`config.mk`:
```
export PLATFORM = sky130hd
export DESIGN_NAME = regfile_scoreboard
export DESIGN_NICKNAME = d
export VERILOG_FILES = /design/src/rtl/regfile_scoreboard.sv
export SDC_FILE = /design/constraint.sdc
export NUM_CORES = 2
export LEC_CHECK = 0
export CORE_MARGIN = 2
export CORE_UTILIZATION = 39
export CTS_CLUSTER_DIAMETER = 200
export CTS_CLUSTER_SIZE = 30
export DETAILED_ROUTE_END_ITERATION = 6
export DONT_BUFFER_PORTS = 1
export SLEW_MARGIN = 20
export SYNTH_ARGS = -nofsm -noshare
export SYNTH_HDL_FRONTEND = slang
export SYNTH_SLANG_ARGS = --single-unit
export TNS_END_PERCENT = 100
```
`constraint.sdc`:
```
create_clock -name clk -period 5.95 [get_ports clk]
set_input_delay 1.785 -clock clk [delete_from_list [all_inputs] [get_ports clk]]
set_output_delay 1.785 -clock clk [all_outputs]
set_load 0.005 [all_outputs]
```
`src/rtl/regfile_scoreboard.sv`:
```
// Register file with async read ports and a per-register in-flight write scoreboard.
// Define SB_WB_BYPASS_EN to enable same-cycle WB->ID forwarding.
module regfile_scoreboard #(
  parameter int DATA_W   = 32,
  parameter int NREGS    = 32,
  parameter int NRD      = 3,
  parameter int CNT_W    = 2,
  parameter int HARD_REG = 30,
  localparam int AW      = $clog2(NREGS)
) (
  input  logic                  clk,
  input  logic                  rst_n,
  input  logic [NRD-1:0]        rd_en,
  input  logic [NRD*AW-1:0]     rd_addr,
  output logic [NRD*DATA_W-1:0] rd_data,
  input  logic                  iss_valid,
  input  logic                  iss_we,
  input  logic [AW-1:0]         iss_dst,
  input  logic                  wb_en,
  input  logic [AW-1:0]         wb_addr,
  input  logic [DATA_W-1:0]     wb_data,
  output logic                  stall,
  output logic [NREGS-1:0]      busy_vec,
  output logic                  sb_err
);

  localparam logic [CNT_W-1:0] CMAX = '1;
  localparam logic [CNT_W-1:0] CONE = CNT_W'(1);
  localparam logic [AW-1:0]    HR   = AW'(HARD_REG);

  logic [DATA_W-1:0] regs [NREGS];
  logic [CNT_W-1:0]  cnt  [NREGS];
  logic [NRD-1:0]    hazard;
  logic [NRD-1:0]    byp;
  logic [NREGS-1:0]  inc_v;
  logic [NREGS-1:0]  dec_v;
  logic              sat;
  logic              accept;

  function automatic logic hw(input logic [AW-1:0] a);
    return (a == '0) || (a == HR);
  endfunction

  always_comb begin
    hazard  = '0;
    byp     = '0;
    rd_data = '0;
    for (int i = 0; i < NRD; i++) begin
      if (!hw(rd_addr[i*AW +: AW])) begin
`ifdef SB_WB_BYPASS_EN
        byp[i] = wb_en && (wb_addr == rd_addr[i*AW +: AW])
              && (cnt[rd_addr[i*AW +: AW]] == CONE);
`else
        byp[i] = 1'b0;
`endif
        rd_data[i*DATA_W +: DATA_W] = byp[i] ? wb_data
                                    : regs[rd_addr[i*AW +: AW]];
        hazard[i] = rd_en[i] && !byp[i]
                 && (cnt[rd_addr[i*AW +: AW]] != '0);
      end
    end
  end

  // Saturation is judged on the pre-retire count, even if WB hits the same reg.
  always_comb begin
    sat    = iss_we && !hw(iss_dst) && (cnt[iss_dst] == CMAX);
    stall  = iss_valid && ((|hazard) || sat);
    accept = iss_valid && !stall;
  end

  always_comb begin
    inc_v    = '0;
    dec_v    = '0;
    busy_vec = '0;
    for (int r = 0; r < NREGS; r++) begin
      inc_v[r] = accept && iss_we && !hw(iss_dst)
              && (iss_dst == AW'(r));
      dec_v[r] = wb_en && (wb_addr == AW'(r)) && (cnt[r] != '0);
      busy_vec[r] = (cnt[r] != '0);
    end
  end

  always_ff @(posedge clk) begin
    if (!rst_n) begin
      for (int r = 0; r < NREGS; r++) begin
        regs[r] <= '0;
        cnt[r]  <= '0;
      end
      sb_err <= 1'b0;
    end else begin
      if (wb_en && !hw(wb_addr)) begin
        regs[wb_addr] <= wb_data;
        if (cnt[wb_addr] == '0)
          sb_err <= 1'b1;
      end
      for (int r = 0; r < NREGS; r++) begin
        if (inc_v[r] && !dec_v[r])
          cnt[r] <= cnt[r] + CONE;
        else if (dec_v[r] && !inc_v[r])
          cnt[r] <= cnt[r] - CONE;
      end
    end
  end

endmodule

```
Yosys cells after proc, flatten, opt, wreduce, memory -nomap -nowiden. Memory sizes are Yosys's and may differ from the RTL's. Index checks and enable logic that the tools add are counted. W data, S select, Z words.

Bits in registers: 1. Bits in writable memories: 1088. Input bits: 65. Output and inout bits: 130. Word-level logic and storage cells: 785. Memories: 2.

$add $sub $neg: 64. Eq/ne operators: 66. Muxes and demuxes: 301. Bitwise operators: 64. Reduce and logical (&&, ||, !) cells: 287.

Memories: regs (depth 32, width 32, read ports 3, clocked after memory_dff 0, wr ports 32, RTL line 31) `logic [DATA_W-1:0] regs [NREGS];`; cnt (depth 32, width 2, read ports 37, clocked after memory_dff 0, wr ports 32, RTL line 32) `logic [CNT_W-1:0] cnt [NREGS];`.

Operator list (count): $mux W1 (232); $eq A5 B5 Y1 const B (35); $logic_and A1 B1 Y1 (170); $mux W2 (64); $mux W32 (4); $eq A5 B4 Y1 const B (16); $reduce_bool A2 Y1 (35); $logic_not A1 Y1 (67); $add A2 B1 Y2 const B (32); $or A1 B1 Y1 (64); $sub A2 B1 Y2 const B (32); $eq A5 B3 Y1 const B (8); $reduce_or A32 Y1 (1); $logic_not A5 Y1 (5); $eq A5 B2 Y1 const B (4); $eq A5 B1 Y1 const B (2); $logic_or A1 B1 Y1 (6); $mux W5 (1); $reduce_or A3 Y1 (1); $eq A2 B2 Y1 const B (1); $logic_not A2 Y1 (1); $reduce_and A2 Y1 (1).

Logic depth before layout (Yosys ltp).
Depth in word-level cells: 19. Gate-level depth with buffers: 13. Depth with buffers taken out: 10.

Worst setup path after synthesis. Ideal clock, no wire load.

Path kind: input to output. From: input port rd_addr[5]. To: output port rd_data[32]. Arrival: 4.251 ns. Required time: 4.165 ns. Path slack: -0.086 ns. Cell stages on the path: 7. Path buffers: 3. Path through: clkbuf_1 > clkbuf_1 > buf_1 > mux4_2 > mux4_2 > mux2i_1 > nor2_1.

Cells in the longest elaborated chain, start to end: 3. Elaborated cells between the ends (all ways): 5. Classes of those cells: eq/ne (1); mux (1); reduce/logical (2); memory (1).

RTL lines: from (decl) (RTL line 14) `input logic [NRD*AW-1:0] rd_addr,`; branches (longest 2 deep; another with $mem_v2 Z32 W32); $mux W32 (*) (RTL line 49) `if (!hw(rd_addr[i*AW +: AW])) begin`; to (decl) (RTL line 15) `output logic [NRD*DATA_W-1:0] rd_data,`.

Every way passes the cells marked *.

Worst setup path in the final report.
From: input port rd_addr[11]. To: output port rd_data[82].

Same word-level chain as after synthesis.

==> out/metrics.yaml <==
logic_synthesis:
  synthTopCellsByArea: "edfxtp_1 48%, mux4_2 33%, and2_1 8.9%, clkbuf_1 2.0%, mux2i_1 1.7%"
  synthesis.area_um2: 68000
  yosys.area.top_type: "edfxtp_1"
  yosys_warnings: 0
  synth_seq_area_share_pct: 48.1
  synthArstFlopShare_pct: 0
  synth_seq_cells: 1089
  synth_edf_count: 1088
  avgSynthCellArea_um2: 15.5
  yosysTopAreaCellShare_pct: 48.0
  synth_cell_types: 73
  synthFlopType: "edfxtp_1"
  synth_cells: 4381
critical_path:
  crit_slowest_cell: "mux4_2"
  crit_top_cell: "mux4_2"
  endpoint_kind: "output pin"
  worstSetupStartpointType: "input pin"
  worstPathRequired_ns: 4.16
  r2r_setup_slack_ns: 2.16
  critPathKind: "input pin to output pin"
  crit_chain: "mux4_2 > mux4_2 > mux2i_1 > buf_4 > nor2_1"
  slowest_delay_ns: 0.75
  arrival_ns: 4.43
  crit_fanout: 266
power_and_ir_drop:
  seqPwrFrac_pct: 58.3
  power.leakage_nw: 23.3
  ir_worst_vdd_uv: 237
  p_per_area_nw_per_um2: 218
  power_switching_share_pct: 25.8
  power.switching_mw: 4.07
  intPower_mw: 11.7
  p_clk_share_pct: 24.4
  comb_power_share_pct: 17.3
sta:
  slew_violations: 89
  setup_viol_count_final: 13
  layout_min_cycle_time_ns: 6.21
  hold_viol_final: 0
  min_period_over_period_pct: 104
  worstMarginPinSlew_ns: 1.85
  fmax_ghz: 0.161
  fin_ws_ns: -0.264
  slew_headroom_pct: -23.1
  skew_ns: 0.0174
  rsz0062_at_grt: "false"
  holdWs_ns: 0.497
finish:
  layout_common_cells: "1088 x edfxtp_1, 992 x mux4_2, 965 x and2_1, 178 x nor2_1, 114 x mux2i_1"
  nets: 4196
  regArea_um2: 32700
  area_growth_pct: 6.38
  n_fill_cell: 15454
  fin_cells: 6477
  final_common_cell: "edfxtp_1"
  final_area_um2: 72400
  post_route_cells_drive_above_1_share_pct: 30.4
  multi_input_comb_area_um2: 34100
place:
  numPlacedInstances: 6400
  place_congestion: 0.907
  port_buffers: 0
  place_ws_ns: 0.264
  dp.final_hpwl_um: 134000
  placed_area_um2: 70900
cts:
  ctsHtreeMaxLevel: 2
  cts_sinks: 1089
  cts_tree: "built"
  post_cts_buffers: 0
  insertion_delay_ns: 0.71
  ctsLongestPathBuffers: 3
  clk_pin_slew_worst_paths_ns: 0.14
  root_buffer: "clkbuf_16"
  numCtsBuffers: 42
global_routing:
  antenna_found_initial: 28
  grt_pass1_vias: 42715
  grt_max_degree: 270
  track_usage_pct: 27.8
  grt_pass1_wl_um: 347000
  grt_overflow: 0
floorplan:
  dieWidth_um: 422
  rows: 153
  coreArea_um2: 174000
  dieArea_um2: 178000
  start_util_pct: 39.2
  ios: 195
  die_h_um: 422
drt:
  vias: 43592
  post-route-drc-count: 0
  wire_per_inst_um: 39.2
  drtIter0Drc: 6821
  avgViaCountPerCell: 6.73
  final_antenna_net_count: 0
  wl_um: 254000
  first_pass_iters: 6
worst_hold_path:
  hp-class: "register to register"
flow_run:
  cap_viol_max_count: 0
run_status:
  violations: "max-slew violations, negative setup slack"
  outcome: "finished, violations left"
-- synthesized netlist by cell type (4+ instances only) --
library cell / number
and2_1: 965
or2_2: 11
and3_1: 4
o211ai_1: 13
mux4_2: 992
a21oi_1: 22
nor4_1: 10
xnor2_1: 27
o211a_1: 4
or3_1: 7
nor4b_1: 4
nor3b_1: 5
or4_1: 7
o21a_1: 4
nand2b_1: 28
buf_2: 7
nor2b_1: 11
or4_4: 5
nand3_1: 35
nand3b_1: 5
xor2_1: 13
o22ai_1: 4
mux2i_1: 116
nor2_1: 206
nand2_1: 108
a2111oi_0: 5
a211o_1: 7
o21ai_0: 36
nor3_1: 42
buf_1: 111
nand4_1: 4
a31oi_1: 9
clkbuf_1: 355
inv_1: 47
o31ai_1: 9
edfxtp_1: 1088
buf_4: 5
-- timing repair --
item,CTS,global route
gates resized for setup,0,10
setup endpoints to repair,0,31
hold buffers,0,0
-- cells by family (layout without fill, tap and decap cells) --
| logic type | after synthesis | count (layout) | synth area share (%) |
|---|---|---|---|
| XOR/XNOR | 40 | 40 | 0.515 |
| AND/OR/NAND/NOR | 1466 | 1466 | 12.3 |
| buffers and inverters | 525 | 219 | 2.94 |
| adder cells (fa/ha/maj) | 1 | 1 | 0.0184 |
| other | 1 | 78 | 0.00551 |
| multiplexers | 1110 | 1110 | 34.6 |
| flip-flops | 1089 | 1089 | 48.1 |
| AO/OA/AOI/OAI | 149 | 149 | 1.54 |
-- power by group through the flow --
stage / sequential [mW] / combinational (mW) / clock, mW
6_report: 9.18 / 2.73 / 3.85
3_5_place_dp: 9.34 / 2.59 / 0
2_1_floorplan: 9.25 / 2.12 / 0
4_1_cts: 9.17 / 2.60 / 3.86
5_1_grt: 9.24 / 2.78 / 4.06
3_3_place_gp: 9.31 / 2.58 / 0
-- sequential cells by signal, indices dropped and copies added, names as in the netlist --
signal  count
cnt        64
regs     1024
sb_err      1
-- final timing paths --
| path | from | end | cells past startpoint |
|---|---|---|---|
| worst max-delay path | rd_addr[11] | rd_data[82] | 5 |
| worst min-delay path | sb_err$_SDFFE_PN0P_ | sb_err$_SDFFE_PN0P_ | 2 |
| worst max register to register | cnt[12][1]$_SDFFCE_PN0P_ | cnt[19][0]$_SDFFCE_PN0P_ | 9 |
| worst min register to register | sb_err$_SDFFE_PN0P_ | sb_err$_SDFFE_PN0P_ | 2 |
-- through the flow --
step	TNS (ns)	total power [mW]	utilization, %
after floorplan	0	11.4	-
after global placement	0	11.9	40.8
after detailed placement	0	11.9	40.8
after CTS	0	15.6	41.5
after global routing	0	16.1	41.7
final	-1.12	15.8	41.7
-- worst max-delay path, delay by kind of cell --
kind	cells	cell delay (ns)
mux	3	1.49
buf+inv	1	0.18
simple gates	1	0.09
-- layer usage --
metal | global-route usage, % | up-vias | part of all wire [%]
met5 | 0 | - | 0.038
met4 | 12.4 | 14 | 5.3
met3 | 5.50 | 598 | 11
met2 | 45.2 | 2989 | 48
met1 | 36.2 | 23224 | 36
li1 | - | 16767 | -
-- area by class of cell --
type	instances	area share (%)
multi-input combinational	2830	47.2
clock buffer	50	1.52
inverter	47	0.254
timing repair buffer	120	1.73
antenna	14	0.0484
sequential	1089	45.2
tap	2325	4.02
clock inverter	2	0.0536
Power figures use the tool's default switching activity.
